`config.mk`:
```
export PLATFORM = sky130hd
export DESIGN_NAME = fp_matrix_writeback
export DESIGN_NICKNAME = d
export VERILOG_FILES = /design/src/rtl/fp_det_pkg.sv /design/src/rtl/fp_matrix_writeback_fifo.sv /design/src/rtl/fp_matrix_writeback.sv
export SDC_FILE = /design/constraint.sdc
export NUM_CORES = 1
export LEC_CHECK = 0
export CORE_ASPECT_RATIO = 0.75
export CORE_MARGIN = 3
export CORE_UTILIZATION = 30
export CTS_BUF_LIST = sky130_fd_sc_hd__clkbuf_16
export DETAILED_ROUTE_END_ITERATION = 7
export GPL_ROUTABILITY_DRIVEN = 0
export GPL_TIMING_DRIVEN = 0
export HOLD_SLACK_MARGIN = 0.15
export PLACE_DENSITY = 0.65
export SLEW_MARGIN = 10
export SYNTH_ARGS = -nofsm -noshare
export SYNTH_HDL_FRONTEND = slang
export SYNTH_SLANG_ARGS = --single-unit
```
`constraint.sdc`:
```
create_clock -name clk -period 7.46 [get_ports clk]
set_input_delay 1.119 -clock clk [delete_from_list [all_inputs] [get_ports clk]]
set_output_delay 1.119 -clock clk [all_outputs]
set_load 0.02 [all_outputs]
```
`src/rtl/fp_det_pkg.sv`:
```
// Constants and types shared by the determinant core and its SDRAM load/writeback masters.
package fp_det_pkg;

    localparam logic [31:0] ST_IDLE    = 32'd0;
    localparam logic [31:0] ST_BUSY    = 32'd1;
    localparam logic [31:0] ST_LOADING = 32'd2;
    localparam logic [31:0] ST_IRQ     = 32'd3;
    localparam logic [31:0] ST_ACCEPT  = 32'd99;
    localparam logic [31:0] ST_REJECT  = 32'd100;

    localparam logic [31:0] FLOAT_ONE = 32'h3F80_0000;
    localparam logic [31:0] FLOAT_NAN = 32'h7FC0_0000;

    localparam int MAX_DIMENSION     = 32;
    localparam int DEFAULT_DIMENSION = 16;

    typedef enum logic [1:0] {
        S_IDLE,
        S_WRITE,
        S_IRQ
    } wb_state_e;

    // d*d for d <= 32 needs 11 bits (1024 words).
    function automatic logic [10:0] word_count(input logic [5:0] dim);
        return 11'(dim) * 11'(dim);
    endfunction

endpackage

```
`src/rtl/fp_matrix_writeback_fifo.sv`:
```
// Two-entry prefetch FIFO decoupling RAM read latency from Avalon write stalls.
module wb_prefetch_fifo (
    input  logic        clk,
    input  logic        reset,
    input  logic        push_i,
    input  logic [31:0] push_data_i,
    input  logic        pop_i,
    output logic [31:0] head_o,
    output logic [1:0]  count_o,
    output logic        empty_o
);

    logic [31:0] mem_q [2];
    logic        wr_ptr_q;
    logic        rd_ptr_q;
    logic [1:0]  count_q;
    logic        do_push;
    logic        do_pop;

    assign do_pop  = pop_i && (count_q != 2'd0);
    assign do_push = push_i && ((count_q != 2'd2) || do_pop);

    // NOTE: the storage is reset as well, because the head drives avm_writedata
    // directly and must read as zero out of reset.
    always_ff @(posedge clk) begin
        if (reset) begin
            mem_q[0] <= '0;
            mem_q[1] <= '0;
            wr_ptr_q <= 1'b0;
            rd_ptr_q <= 1'b0;
            count_q  <= 2'd0;
        end else begin
            if (do_push) begin
                mem_q[wr_ptr_q] <= push_data_i;
                wr_ptr_q        <= ~wr_ptr_q;
            end
            if (do_pop) begin
                rd_ptr_q <= ~rd_ptr_q;
            end
            count_q <= count_q + 2'(do_push) - 2'(do_pop);
        end
    end

    assign head_o  = mem_q[rd_ptr_q];
    assign count_o = count_q;
    assign empty_o = (count_q == 2'd0);

endmodule

```
`src/rtl/fp_matrix_writeback.sv`:
```
// Avalon-MM write master copying an NxN float matrix from on-chip RAM back to SDRAM,
// started via a custom-instruction start/done handshake and finished with a level irq.
module fp_matrix_writeback
    import fp_det_pkg::*;
#(
    parameter int ADDR_W = 24,
    parameter int RAM_AW = 10
) (
    input  logic              clk,
    input  logic              reset,
    input  logic              start,
    input  logic [31:0]       dataa,
    input  logic [31:0]       datab,
    output logic              done,
    output logic [31:0]       result,
    output logic [RAM_AW-1:0] ram_rdaddress,
    output logic              ram_rden,
    input  logic [31:0]       ram_q,
    output logic [ADDR_W-1:0] avm_address,
    output logic              avm_write,
    output logic [31:0]       avm_writedata,
    input  logic              avm_waitrequest,
    output logic              irq,
    input  logic              irq_ack
);

    wb_state_e         state_q, state_d;
    logic [ADDR_W-1:0] base_q, base_d;
    logic [10:0]       n_q, n_d;
    logic [10:0]       rd_idx_q, rd_idx_d;
    logic [10:0]       wr_idx_q, wr_idx_d;
    logic              inflight_q, inflight_d;
    logic              done_q, done_d;
    logic [31:0]       result_q, result_d;

    logic              fifo_pop;
    logic              fifo_empty;
    logic [1:0]        fifo_count;
    logic [31:0]       fifo_head;
    logic [5:0]        dim;
    logic              dim_ok;
    logic [2:0]        credit_used;
    logic              rd_issue;
    logic              unused_addr_bits;

    assign unused_addr_bits = ^{dataa[31:ADDR_W], dataa[1:0]};

    assign dim    = (datab == 32'd0) ? 6'(DEFAULT_DIMENSION) : datab[5:0];
    assign dim_ok = (datab <= 32'(MAX_DIMENSION));

    assign fifo_pop = !fifo_empty && !avm_waitrequest;

    // The pop of this cycle frees a slot in time for the read issued now, which is
    // what sustains one word per cycle through a two-entry FIFO.
    assign credit_used = 3'(fifo_count) + 3'(inflight_q) - 3'(fifo_pop);
    assign rd_issue    = (state_q == S_WRITE) && (rd_idx_q < n_q) && (credit_used < 3'd2);

    // NOTE: every signal written here gets its default first, so no path can
    // leave one unassigned and infer a latch.
    always_comb begin
        state_d    = state_q;
        base_d     = base_q;
        n_d        = n_q;
        rd_idx_d   = rd_idx_q + 11'(rd_issue);
        wr_idx_d   = wr_idx_q + 11'(fifo_pop);
        inflight_d = rd_issue;
        done_d     = start;
        result_d   = '0;

        unique case (state_q)
            S_IDLE: begin
                if (start) begin
                    if (dim_ok) begin
                        result_d = ST_ACCEPT;
                        state_d  = S_WRITE;
                        base_d   = {dataa[ADDR_W-1:2], 2'b00};
                        n_d      = word_count(dim);
                        rd_idx_d = '0;
                        wr_idx_d = '0;
                    end else begin
                        result_d = ST_REJECT;
                    end
                end
            end
            S_WRITE: begin
                if (start) result_d = ST_BUSY;
                if (fifo_pop && (wr_idx_q == n_q - 11'd1)) state_d = S_IRQ;
            end
            S_IRQ: begin
                if (start) result_d = ST_IRQ;
                if (irq_ack) state_d = S_IDLE;
            end
            default: state_d = S_IDLE;
        endcase
    end

    // NOTE: state registers use non-blocking assignment so every flop samples
    // the pre-edge values computed above.
    always_ff @(posedge clk) begin
        if (reset) begin
            state_q    <= S_IDLE;
            base_q     <= '0;
            n_q        <= '0;
            rd_idx_q   <= '0;
            wr_idx_q   <= '0;
            inflight_q <= 1'b0;
            done_q     <= 1'b0;
            result_q   <= '0;
        end else begin
            state_q    <= state_d;
            base_q     <= base_d;
            n_q        <= n_d;
            rd_idx_q   <= rd_idx_d;
            wr_idx_q   <= wr_idx_d;
            inflight_q <= inflight_d;
            done_q     <= done_d;
            result_q   <= result_d;
        end
    end

    wb_prefetch_fifo u_fifo (
        .clk         (clk),
        .reset       (reset),
        .push_i      (inflight_q),
        .push_data_i (ram_q),
        .pop_i       (fifo_pop),
        .head_o      (fifo_head),
        .count_o     (fifo_count),
        .empty_o     (fifo_empty)
    );

    assign ram_rden      = rd_issue;
    assign ram_rdaddress = RAM_AW'(rd_idx_q);
    assign avm_write     = !fifo_empty;
    assign avm_writedata = fifo_head;
    assign avm_address   = base_q + ADDR_W'({wr_idx_q, 2'b00});
    assign irq           = (state_q == S_IRQ);
    assign done          = done_q;
    assign result        = result_q;

endmodule

```
Yosys cells after proc, flatten, opt, wreduce, memory -nomap -nowiden
Memories as Yosys holds them, arrays and structs flattened. A register that Yosys moved wholly into a read port is not among the register bits.
Index checks and enable logic that the tools add are counted.
Storage, ports and cells
  register bits after elaboration: 95
  memory bits (writable): 64
  input port bits: 101
  output and inout bits: 102
  word-level logic and storage cells: 77
  memories: 1
Cells by class
  add/sub/neg operators: 8
  multipliers: 1
  magnitude comparators: 3
  eq/ne operators: 8
  mux-type cells: 27
  bitwise gates (word level): 2
  reductions and logical operators: 16
Memory list
  u_fifo.mem_q: words 2, width 32, rd ports 1, clocked after Yosys merged registers in 1, write ports 2, RTL line fp_matrix_writeback_fifo.sv:13  | logic [31:0] mem_q [2];
Operators by type and width (number)
  11-bit two-way mux: 6
  32-bit by 6-bit <= comparator with 1-bit output (second input constant): 1
  32-bit logical NOT: 1
  32-bit two-way mux: 1
  32-bit OR reduction: 1
  24-bit by 13-bit adder with 24-bit output: 1
  11-bit by 1-bit adder with 11-bit output: 2
  7-bit one-hot mux with 3 select lines: 1
  11-bit == test: 1
  11-bit less-than comparator: 1
  6-bit by 6-bit multiplier with 11-bit output: 1
  11-bit by 1-bit subtractor with 11-bit output (second input constant): 1
  1-bit two-way mux: 10
  2-bit two-way mux: 5
  7-bit two-way mux: 1
  1-bit logical AND: 6
  6-bit two-way mux: 1
  2-bit != test (second input constant): 3
  2-bit one-hot mux with 3 select lines: 1
  2-bit logical NOT: 2
  2-bit by 1-bit != test with 1-bit output (second input constant): 2
  4-bit AND reduction: 1
  2-bit by 1-bit adder with 3-bit output: 1
  3-bit by 2-bit less-than comparator with 1-bit output (second input constant): 1
  11 further kinds: 13

Logic depth before layout (Yosys ltp)
Gate-level depths: netlist (run 1).
  depth in word-level cells: 11
  depth in mapped cells: 15
  gate-level depth less buffers: 15

Cells and area by module
From an unflattened synthesis (run 1), not the netlist that was laid out.
Second synthesis, totals
  cells, all modules: 694
  area total of the unflattened synthesis: 7533.5 µm²
Modules (own cells, without submodules)
  fp_matrix_writeback: instances 1, cells an instance 498, area each 4484.3 µm², sequential area each 1241.2 µm²
  wb_prefetch_fifo: instances 1, cells an instance 196, area each 3049.2 µm², sequential area each 2021.9 µm²

Worst setup path after synthesis (run 1)
Ideal clock, no wire load.
  path kind: in2reg
  start: input port datab[3]
  end: register n_q[10]
  library setup time: 0.087 ns
  arrival time: 4.161 ns
  required time: 7.373 ns
  path slack: 3.212 ns
  stages: 13
  path buffers: 1
  path through: buf_6 and2_1 fa_1 inv_1 fa_1 fa_1 inv_1 ha_1 a31oi_1 o21ai_0 and2_1 and3_1 o31ai_1
Between the ends
  longest elaborated chain between the ends: 3
  elaborated cells between the ends (all ways): 5
  classes of those cells: mul: 1; order compare: 1; mux: 1; reduce/logical: 2
RTL lines
  start, declared: RTL line fp_matrix_writeback.sv:13  | input logic [31:0] datab,
  32-bit logical NOT: RTL line fp_matrix_writeback.sv:48  | assign dim = (datab == 32'd0) ? 6'(DEFAULT_DIMENSION) : datab[5:0];
  6-bit two-way mux: RTL line fp_matrix_writeback.sv:48
  6-bit by 6-bit multiplier with 11-bit output: RTL line fp_det_pkg.sv:25  | return 11'(dim) * 11'(dim);
  end signal, assigned: RTL line fp_matrix_writeback.sv:112  | n_q <= n_d;
  end, declared: RTL line fp_matrix_writeback.sv:29  | logic [10:0] n_q, n_d;
Parallel ways exist; a longest one is shown, timed or not.
A chain may end at the register's enable or synchronous reset.

Worst setup path in the final report (run 1)
  start: input port avm_waitrequest
  end: output port ram_rden
Between the ends
  longest elaborated chain between the ends: 5
RTL lines
  start, declared: RTL line fp_matrix_writeback.sv:22  | input logic avm_waitrequest,
  1-bit logical NOT: RTL line fp_matrix_writeback.sv:51  | assign fifo_pop = !fifo_empty && !avm_waitrequest;
  1-bit logical AND: RTL line fp_matrix_writeback.sv:51
  3-bit by 1-bit subtractor with 3-bit output: RTL line fp_matrix_writeback.sv:55  | assign credit_used = 3'(fifo_count) + 3'(inflight_q) - 3'(fifo_pop);
  3-bit by 2-bit less-than comparator with 1-bit output: RTL line fp_matrix_writeback.sv:56  | assign rd_issue = (state_q == S_WRITE) && (rd_idx_q < n_q) && (credit_used < 3'd2);
  1-bit logical AND: RTL line fp_matrix_writeback.sv:56
  end, declared: RTL line fp_matrix_writeback.sv:17  | output logic ram_rden,
Every way passes these cells.

==> metrics.yaml, run 1 <==
finish:
  post-route-cell-area_um2: 10220
  multi_input_area_um2: 3740
  filler_cell_count: 2354
  antennaDiodeCount: 0
  area_growth_from_synthesis_to_layout_pct: 36.70
  seq_area_um2: 3263
  final_net_count: 1083
  finish.cell_count_without_fillers: 1276
  share_of_layout_cells_above_drive_strength_1_pct: 12.59
sta:
  final-hold-violation-count: 0
  rsz0062_at_grt: "no"
  finalMaxSlewViolations: 0
  clock.fmax_mhz: 181.8
  finalSetupViolCount: 0
  tightest_slew_ns: 0.8171
  timing.clock.skew_ns: 0.006610
  totalNegativeSetupSlack_ns: 0
  period_needed_ns: 5.501
  finalCritPeriodShare_pct: 73.74
  maxSlewHeadroom_pct: 45.53
detailed_routing:
  detailroute.via_count: 5718
  final_antenna_net_count: 0
  drt_iter0_drc: 243
  drc: 0
  routed_wirelength_um: 18160
  routed-wl-met3_um: 1012
  routedWlPerCell_um: 14.23
  highest_routed_metal_layer: "met4"
  dr_wl_met2_um: 8172
  vias_per_cell: 4.481
  routedLengthMet1_um: 8602
  detailedRoute.firstPassIterationCount: 4
critical_path:
  crit_path_cell_trace: "clkdlybuf4s50_1 > a21oi_1 > ha_1 > inv_1 > nand2_1 > fa_1 > nand2_1 > nor4_1 > nand3_1 > a31oi_1 > clkdlybuf4s50_1"
  critPathMaxFanout: 4
  cpMaxStageDelayCell: "sky130_fd_sc_hd__clkdlybuf4s50_1"
  crit_path_end_kind: "primary output"
  wp_depth: 11
  critPathBufInv: 3
  ff2ff_path_depth: 15
  timing.critical_path.max_delay_family: "buffers and inverters"
  cp.required_ns: 6.34
  longest_individual_stage_delay_on_the_worst_path_ns: 0.70
  critical_path.startpoint_type: "input port"
  worstPathArrival_ns: 4.38
  critical_path_class: "in2out"
synth:
  ys.flop_type: "sky130_fd_sc_hd__dfxtp_1"
  synthesis.area_um2: 7473
  synthesis.area_per_instance_um2: 10.34
  fraction_of_registers_with_async_set_reset_pct: 0
  synth.ff_latch_count: 131
  number_of_flops_mapped_to_enable_cells_by_yosys: 64
  syn-instance-count: 723
  synth-warning-count: 0
  yosysSeqAreaShare_pct: 43.66
  synth.distinct_cells: 57
min_path:
  worstHoldPathCells: 1
  hold_path.class: "reg2reg"
cts:
  clock_latency_ns: 0.41
  post_cts_resized: 0
  cts_setup_buffers: 0
  cts_inserted_buffers: 17
  cts_tree: "done"
  cts.root.buffer_cell: "sky130_fd_sc_hd__clkbuf_16"
  cts_num_sinks: 131
  cts-htree-levels: 4
  cts-root-to-sink-buffers: 2
  path_clk_slew_ns: 0.06
  hold_buffers: 0
grt:
  maximum_number_of_pins_on_one_net_before_global_route_repair: 33
  grt_first_pass_wirelength_um: 28920
  first_global_vias: 5657
  grt_antenna_before_repair: 0
  grt_overflow: 0
  gr-usage-all-layers_pct: 13.52
outcome:
  status: "completed"
placement:
  post_dp_cell_area_um2: 9635
  io_buffers: 161
  dp.cells: 1244
  dp_hpwl_um: 14080
pwr:
  cellPowerDensity_nw_per_um2: 190.3
  power.ir.vdd_worst_mv: 0.09552
  power.static_leakage_uw: 0.004224
  fin_total_pwr_uw: 1944
floorplanning:
  num_rows: 49
  die_w_um: 188.3
  die_height_um: 142.7
  design.die.area_um2: 26860
  effective_utilization_at_floorplan_pct: 30.86
  number_of_primary_i_o_pins: 203
  fp.coreArea_um2: 24220
job:
  max-cap-violations: 0
## worst reg2reg max path, cell delays in order, from the launching register on
cell and delay, ns:
sky130_fd_sc_hd__dfxtp_1 0.41, sky130_fd_sc_hd__inv_1 0.10, sky130_fd_sc_hd__a21oi_1 0.33, sky130_fd_sc_hd__ha_1 0.31, sky130_fd_sc_hd__inv_1 0.07, sky130_fd_sc_hd__nand2_1 0.07
sky130_fd_sc_hd__fa_1 0.48, sky130_fd_sc_hd__nand2_1 0.05, sky130_fd_sc_hd__nor4_1 0.35, sky130_fd_sc_hd__nand3_1 0.16, sky130_fd_sc_hd__a31oi_1 0.31, sky130_fd_sc_hd__ha_1 0.33
sky130_fd_sc_hd__ha_1 0.31, sky130_fd_sc_hd__nand4_1 0.15, sky130_fd_sc_hd__xor2_1 0.15, sky130_fd_sc_hd__nor2_1 0.05
## kinds of logic (layout without fill, tap and decap cells)
| family | Yosys count | count (layout) | synth area share [%] |
|---|---|---|---|
| other | 1 | 29 | 0.05018 |
| XOR/XNOR | 57 | 57 | 6.680 |
| AND/OR/NAND/NOR | 245 | 245 | 17.73 |
| buffers and inverters | 108 | 302 | 7.852 |
| multiplexers | 35 | 35 | 5.224 |
| flip-flops | 131 | 131 | 43.66 |
| AO/OA/AOI/OAI | 96 | 96 | 9.426 |
| adder cells (fa/ha/maj) | 50 | 50 | 9.375 |
## per-stage QoR
| stage | utilization (%) | worst slack [ns] | hold WS (ns) |
|---|---|---|---|
| after floorplan | - | 3.212 | 0.4560 |
| after global placement | 39.66 | 1.953 | 0.4695 |
| after detailed placement | 39.79 | 1.959 | 0.4751 |
| after CTS | 42.19 | 1.947 | 0.4905 |
| after global routing | 42.19 | 1.792 | 0.5136 |
| final | 42.19 | 1.959 | 0.4891 |
## flip-flops by register name, summed over array words and instances (netlist names), 2 cells and up, named ones only
| signal | count |
|---|---|
| wr_idx_q | 11 |
| u_fifo.mem_q | 64 |
| state_q | 2 |
| result | 4 |
| u_fifo.count_o | 2 |
| base_q | 22 |
| n_q | 10 |
| rd_idx_q | 11 |
## synthesized netlist by cell type, types with 18 or more instances
cell type	number	share of area, %
sky130_fd_sc_hd__edfxtp_1	64	26
sky130_fd_sc_hd__a22o_1	21	2.5
sky130_fd_sc_hd__inv_1	44	2.2
sky130_fd_sc_hd__xor2_1	39	4.6
sky130_fd_sc_hd__mux2_2	32	4.8
sky130_fd_sc_hd__nand3_1	24	1.6
sky130_fd_sc_hd__xnor2_1	18	2.1
sky130_fd_sc_hd__nand2_1	32	1.6
sky130_fd_sc_hd__ha_1	40	6.7
sky130_fd_sc_hd__nor2_1	46	2.3
sky130_fd_sc_hd__o21ai_0	22	1.5
sky130_fd_sc_hd__dfxtp_1	67	18
sky130_fd_sc_hd__and2_1	82	6.9
sky130_fd_sc_hd__buf_4	41	4.1
## layer usage
layer / GRT usage (%) / vias to the layer above
met5: 0 / -
met4: 5.367 / 0
met3: 2.896 / 25
met2: 21.59 / 135
met1: 18.03 / 2685
li1: - / 2873
## final timing paths
kind	startpoint	endpoint	slack, ns
setup / recovery	avm_waitrequest	ram_rden	1.96
hold / removal	base_q[11]	base_q[11]	0.49
setup reg to reg	u_fifo.count_o[1]	rd_idx_q[10]	3.72
hold reg to reg	base_q[11]	base_q[11]	0.49
## placed cells by master (no fill, tap or decap), types with 3 or more instances in the layout
master,count
sky130_fd_sc_hd__xnor2_1,18
sky130_fd_sc_hd__nor4_1,10
sky130_fd_sc_hd__o31ai_1,3
sky130_fd_sc_hd__a21o_1,6
sky130_fd_sc_hd__mux2i_1,3
sky130_fd_sc_hd__mux2_2,32
sky130_fd_sc_hd__ha_1,40
sky130_fd_sc_hd__xor2_1,39
sky130_fd_sc_hd__nor3_1,10
sky130_fd_sc_hd__edfxtp_1,64
sky130_fd_sc_hd__fa_1,10
sky130_fd_sc_hd__nor2b_1,8
sky130_fd_sc_hd__nand2_1,32
sky130_fd_sc_hd__buf_2,4
sky130_fd_sc_hd__clkinvlp_4,4
sky130_fd_sc_hd__inv_1,44
sky130_fd_sc_hd__o21ai_0,22
sky130_fd_sc_hd__buf_4,41
sky130_fd_sc_hd__a21oi_1,16
sky130_fd_sc_hd__clkbuf_16,17
sky130_fd_sc_hd__conb_1,29
sky130_fd_sc_hd__nand3_1,24
sky130_fd_sc_hd__nand2b_1,3
sky130_fd_sc_hd__and3_1,10
sky130_fd_sc_hd__inv_6,5
sky130_fd_sc_hd__clkdlybuf4s50_1,161
sky130_fd_sc_hd__dfxtp_1,67
sky130_fd_sc_hd__nor2_1,46
sky130_fd_sc_hd__nand4_1,6
sky130_fd_sc_hd__a22o_1,21
sky130_fd_sc_hd__and2_1,82
sky130_fd_sc_hd__or3_1,4
sky130_fd_sc_hd__clkbuf_1,13
sky130_fd_sc_hd__buf_6,3
sky130_fd_sc_hd__a31oi_1,3
sky130_fd_sc_hd__a211oi_1,5
sky130_fd_sc_hd__buf_1,3
## power breakdown
part / internal, µW / switching (µW)
clock: 494 / 327
sequential: 773 / 6.89
combinational: 174 / 169
## layout make-up
type	instances	share of cell area, %
multi-input combinational	512	36.61
clock buffer	17	4.164
timing repair buffer	162	15.97
inverter	44	1.617
sequential	131	31.94
buffer	64	4.127
tap	331	4.054
clock inverter	15	1.519
(Power assumes the default switching activity.)
==> inputs of run 2 (changes only) <==
- PLACE_DENSITY: 0.65 -> 0.67
- clock period: 7.46 -> 4.6 ns (I/O delays scaled with it)
==> run 2 against run 1 <==
Combinational power is 62% higher. Clock-buffer cell count unchanged. Non-clock buffer count unchanged. Register-to-register slack got worse by 2.6 ns. Design area up 0.83%. Critical path depth unchanged. Worst setup slack got worse by 1.8 ns. Critical endpoint unchanged. Highest routed layer unchanged. Hold slack better by 0.0026 ns.
==> metrics.yaml, run 2 (synthesized netlist as in run 1, its figures left out) <==
critical_path:
  ff2ff_path_depth: 15
  critPathMaxFanout: 4
  worstPathArrival_ns: 3.72
  crit_path_end_kind: "primary output"
  cp.required_ns: 3.91
  critical_path_class: "in2out"
  critical_path.startpoint_type: "input port"
floorplanning:
  fp.coreArea_um2: 24220
  die_height_um: 142.7
  num_rows: 49
  design.die.area_um2: 26860
  die_w_um: 188.3
  effective_utilization_at_floorplan_pct: 30.86
  number_of_primary_i_o_pins: 203
pwr:
  seq_power_share_pct: 37.9
  internal_power_uw: 2548
  power.static_leakage_uw: 0.004277
  combinationalPowerShare_pct: 16.7
  power.switching_fraction_pct: 23.70
  power.net_switching_uw: 791.7
  power.ir.vdd_worst_mv: 0.1816
  clockPowerShare_pct: 45.4
  cellPowerDensity_nw_per_um2: 324.2
outcome:
  status: "completed"
sta:
  tightest_slew_ns: 0.8704
  rsz0062_at_grt: "no"
  period_needed_ns: 4.409
  final-hold-violation-count: 0
  clock.fmax_mhz: 226.8
  timing.clock.skew_ns: 0.01237
  maxSlewHeadroom_pct: 41.97
  finalMaxSlewViolations: 0
  totalNegativeSetupSlack_ns: 0
  finalCritPeriodShare_pct: 95.86
  finalSetupViolCount: 0
grt:
  grt_overflow: 0
  maximum_number_of_pins_on_one_net_before_global_route_repair: 33
  first_global_vias: 5464
  grt_antenna_before_repair: 0
  gr-usage-all-layers_pct: 13.54
  grt_first_pass_wirelength_um: 28560
detailed_routing:
  vias_per_cell: 4.401
  routed_wirelength_um: 18010
  final_antenna_net_count: 0
  detailedRoute.firstPassIterationCount: 4
  routedWlPerCell_um: 14.12
  drc: 0
  detailroute.via_count: 5611
  drt_iter0_drc: 230
job:
  max-cap-violations: 0
finish:
  area_growth_from_synthesis_to_layout_pct: 37.84
  final_net_count: 1083
  finish.cell_count_without_fillers: 1275
  antennaDiodeCount: 0
  reg_top3: "u_fifo.mem_q (64), base_q (22)"
  max_flop_register: "u_fifo.mem_q"
  mostFrequentLayoutCell: "sky130_fd_sc_hd__clkdlybuf4s50_1"
  largest_reg_flops: 64
  most-common-layout-cells: "sky130_fd_sc_hd__clkdlybuf4s50_1 (161), sky130_fd_sc_hd__and2_1 (82), sky130_fd_sc_hd__dfxtp_1 (67)"
  share_of_layout_cells_above_drive_strength_1_pct: 12.71
cts:
  cts.root.buffer_cell: "sky130_fd_sc_hd__clkbuf_16"
  clock_latency_ns: 0.42
  cts-root-to-sink-buffers: 2
  cts_setup_buffers: 0
  cts_num_sinks: 131
  cts_inserted_buffers: 17
  path_clk_slew_ns: 0.06
  hold_buffers: 0
  cts_tree: "done"
  cts-htree-levels: 4
min_path:
  hold_path.class: "reg2reg"
  worstHoldPathCells: 1
placement:
  dp_hpwl_um: 13900
  io_buffers: 161
  dp.cells: 1244
==> run 2: changes by cell type in the layout (fill, tap and decap cells not counted), sizes merged <==
| cell | change |
|---|---|
| inv | -3 |
| bufinv | +4 |
| clkinv | +1 |
| clkinvlp | -3 |
==> run 2: area by class of cell <==
cell class                      count  area [µm²]
Buffer                             64       421.7
Clock inverter                     14       236.5
Timing Repair Buffer              162        1632
Fill cell                        2342       13920
Inverter                           44       165.2
Tap cell                          331       414.1
Sequential cell                   131        3263
Clock buffer                       17       425.4
Multi-Input combinational cell    512        3744
==> run 2: path summary, 6_finish.rpt <==
path                startpoint  slack, ns           end
max reg2reg  u_fifo.count_o[1]       1.14  rd_idx_q[10]
min reg2reg          base_q[9]       0.49     base_q[9]
max            avm_waitrequest       0.19      ram_rden
min                  base_q[9]       0.49     base_q[9]
==> run 2: power by group through the flow <==
stage / combinational (µW) / clock [µW] / sequential [µW]
final: 557 / 1520 / 1270
after detailed placement: 558 / 0 / 1290
after floorplan: 337 / 0 / 1290
after global placement: 551 / 0 / 1290
after CTS: 561 / 1550 / 1270
after global routing: 613 / 1600 / 1270
==> run 2: per-layer routing <==
metal | vias to the layer above | GRT usage (%) | part of all wire (%)
li1 | 2867 | - | -
met1 | 2610 | 18.60 | 47
met2 | 121 | 21.28 | 45
met3 | 13 | 3.043 | 6.1
met4 | 0 | 4.459 | 1.3
met5 | - | 0 | 0
==> run 2: per-stage QoR <==
stage	hold slack (ns)	power [µW]	area [µm²]	util (%)	worst slack [ns]
after floorplan	0.4560	1627	7579	-	0.7806
after global placement	0.4732	1841	9604	39.66	-0.001811
after detailed placement	0.4779	1849	9635	39.79	0.02279
after CTS	0.4953	3376	10300	42.52	0.03712
after global routing	0.5101	3486	10300	42.54	0.02618
final	0.4917	3340	10300	42.54	0.1906
==> run 2: critical path, stage by stage <==
cell	delay, ns
sky130_fd_sc_hd__clkdlybuf4s50_1	0.45
sky130_fd_sc_hd__a21oi_2	0.24
sky130_fd_sc_hd__ha_1	0.28
sky130_fd_sc_hd__inv_1	0.07
sky130_fd_sc_hd__nand2_1	0.06
sky130_fd_sc_hd__fa_1	0.47
sky130_fd_sc_hd__nand2_1	0.05
sky130_fd_sc_hd__nor4_1	0.32
sky130_fd_sc_hd__nand3_1	0.16
sky130_fd_sc_hd__a31oi_1	0.22
sky130_fd_sc_hd__clkdlybuf4s50_1	0.69
==> run 2: timing repair <==
item,CTS,global route
endpoints found under the hold margin,0,0
endpoints found under the setup margin,0,1
resized for setup,0,1
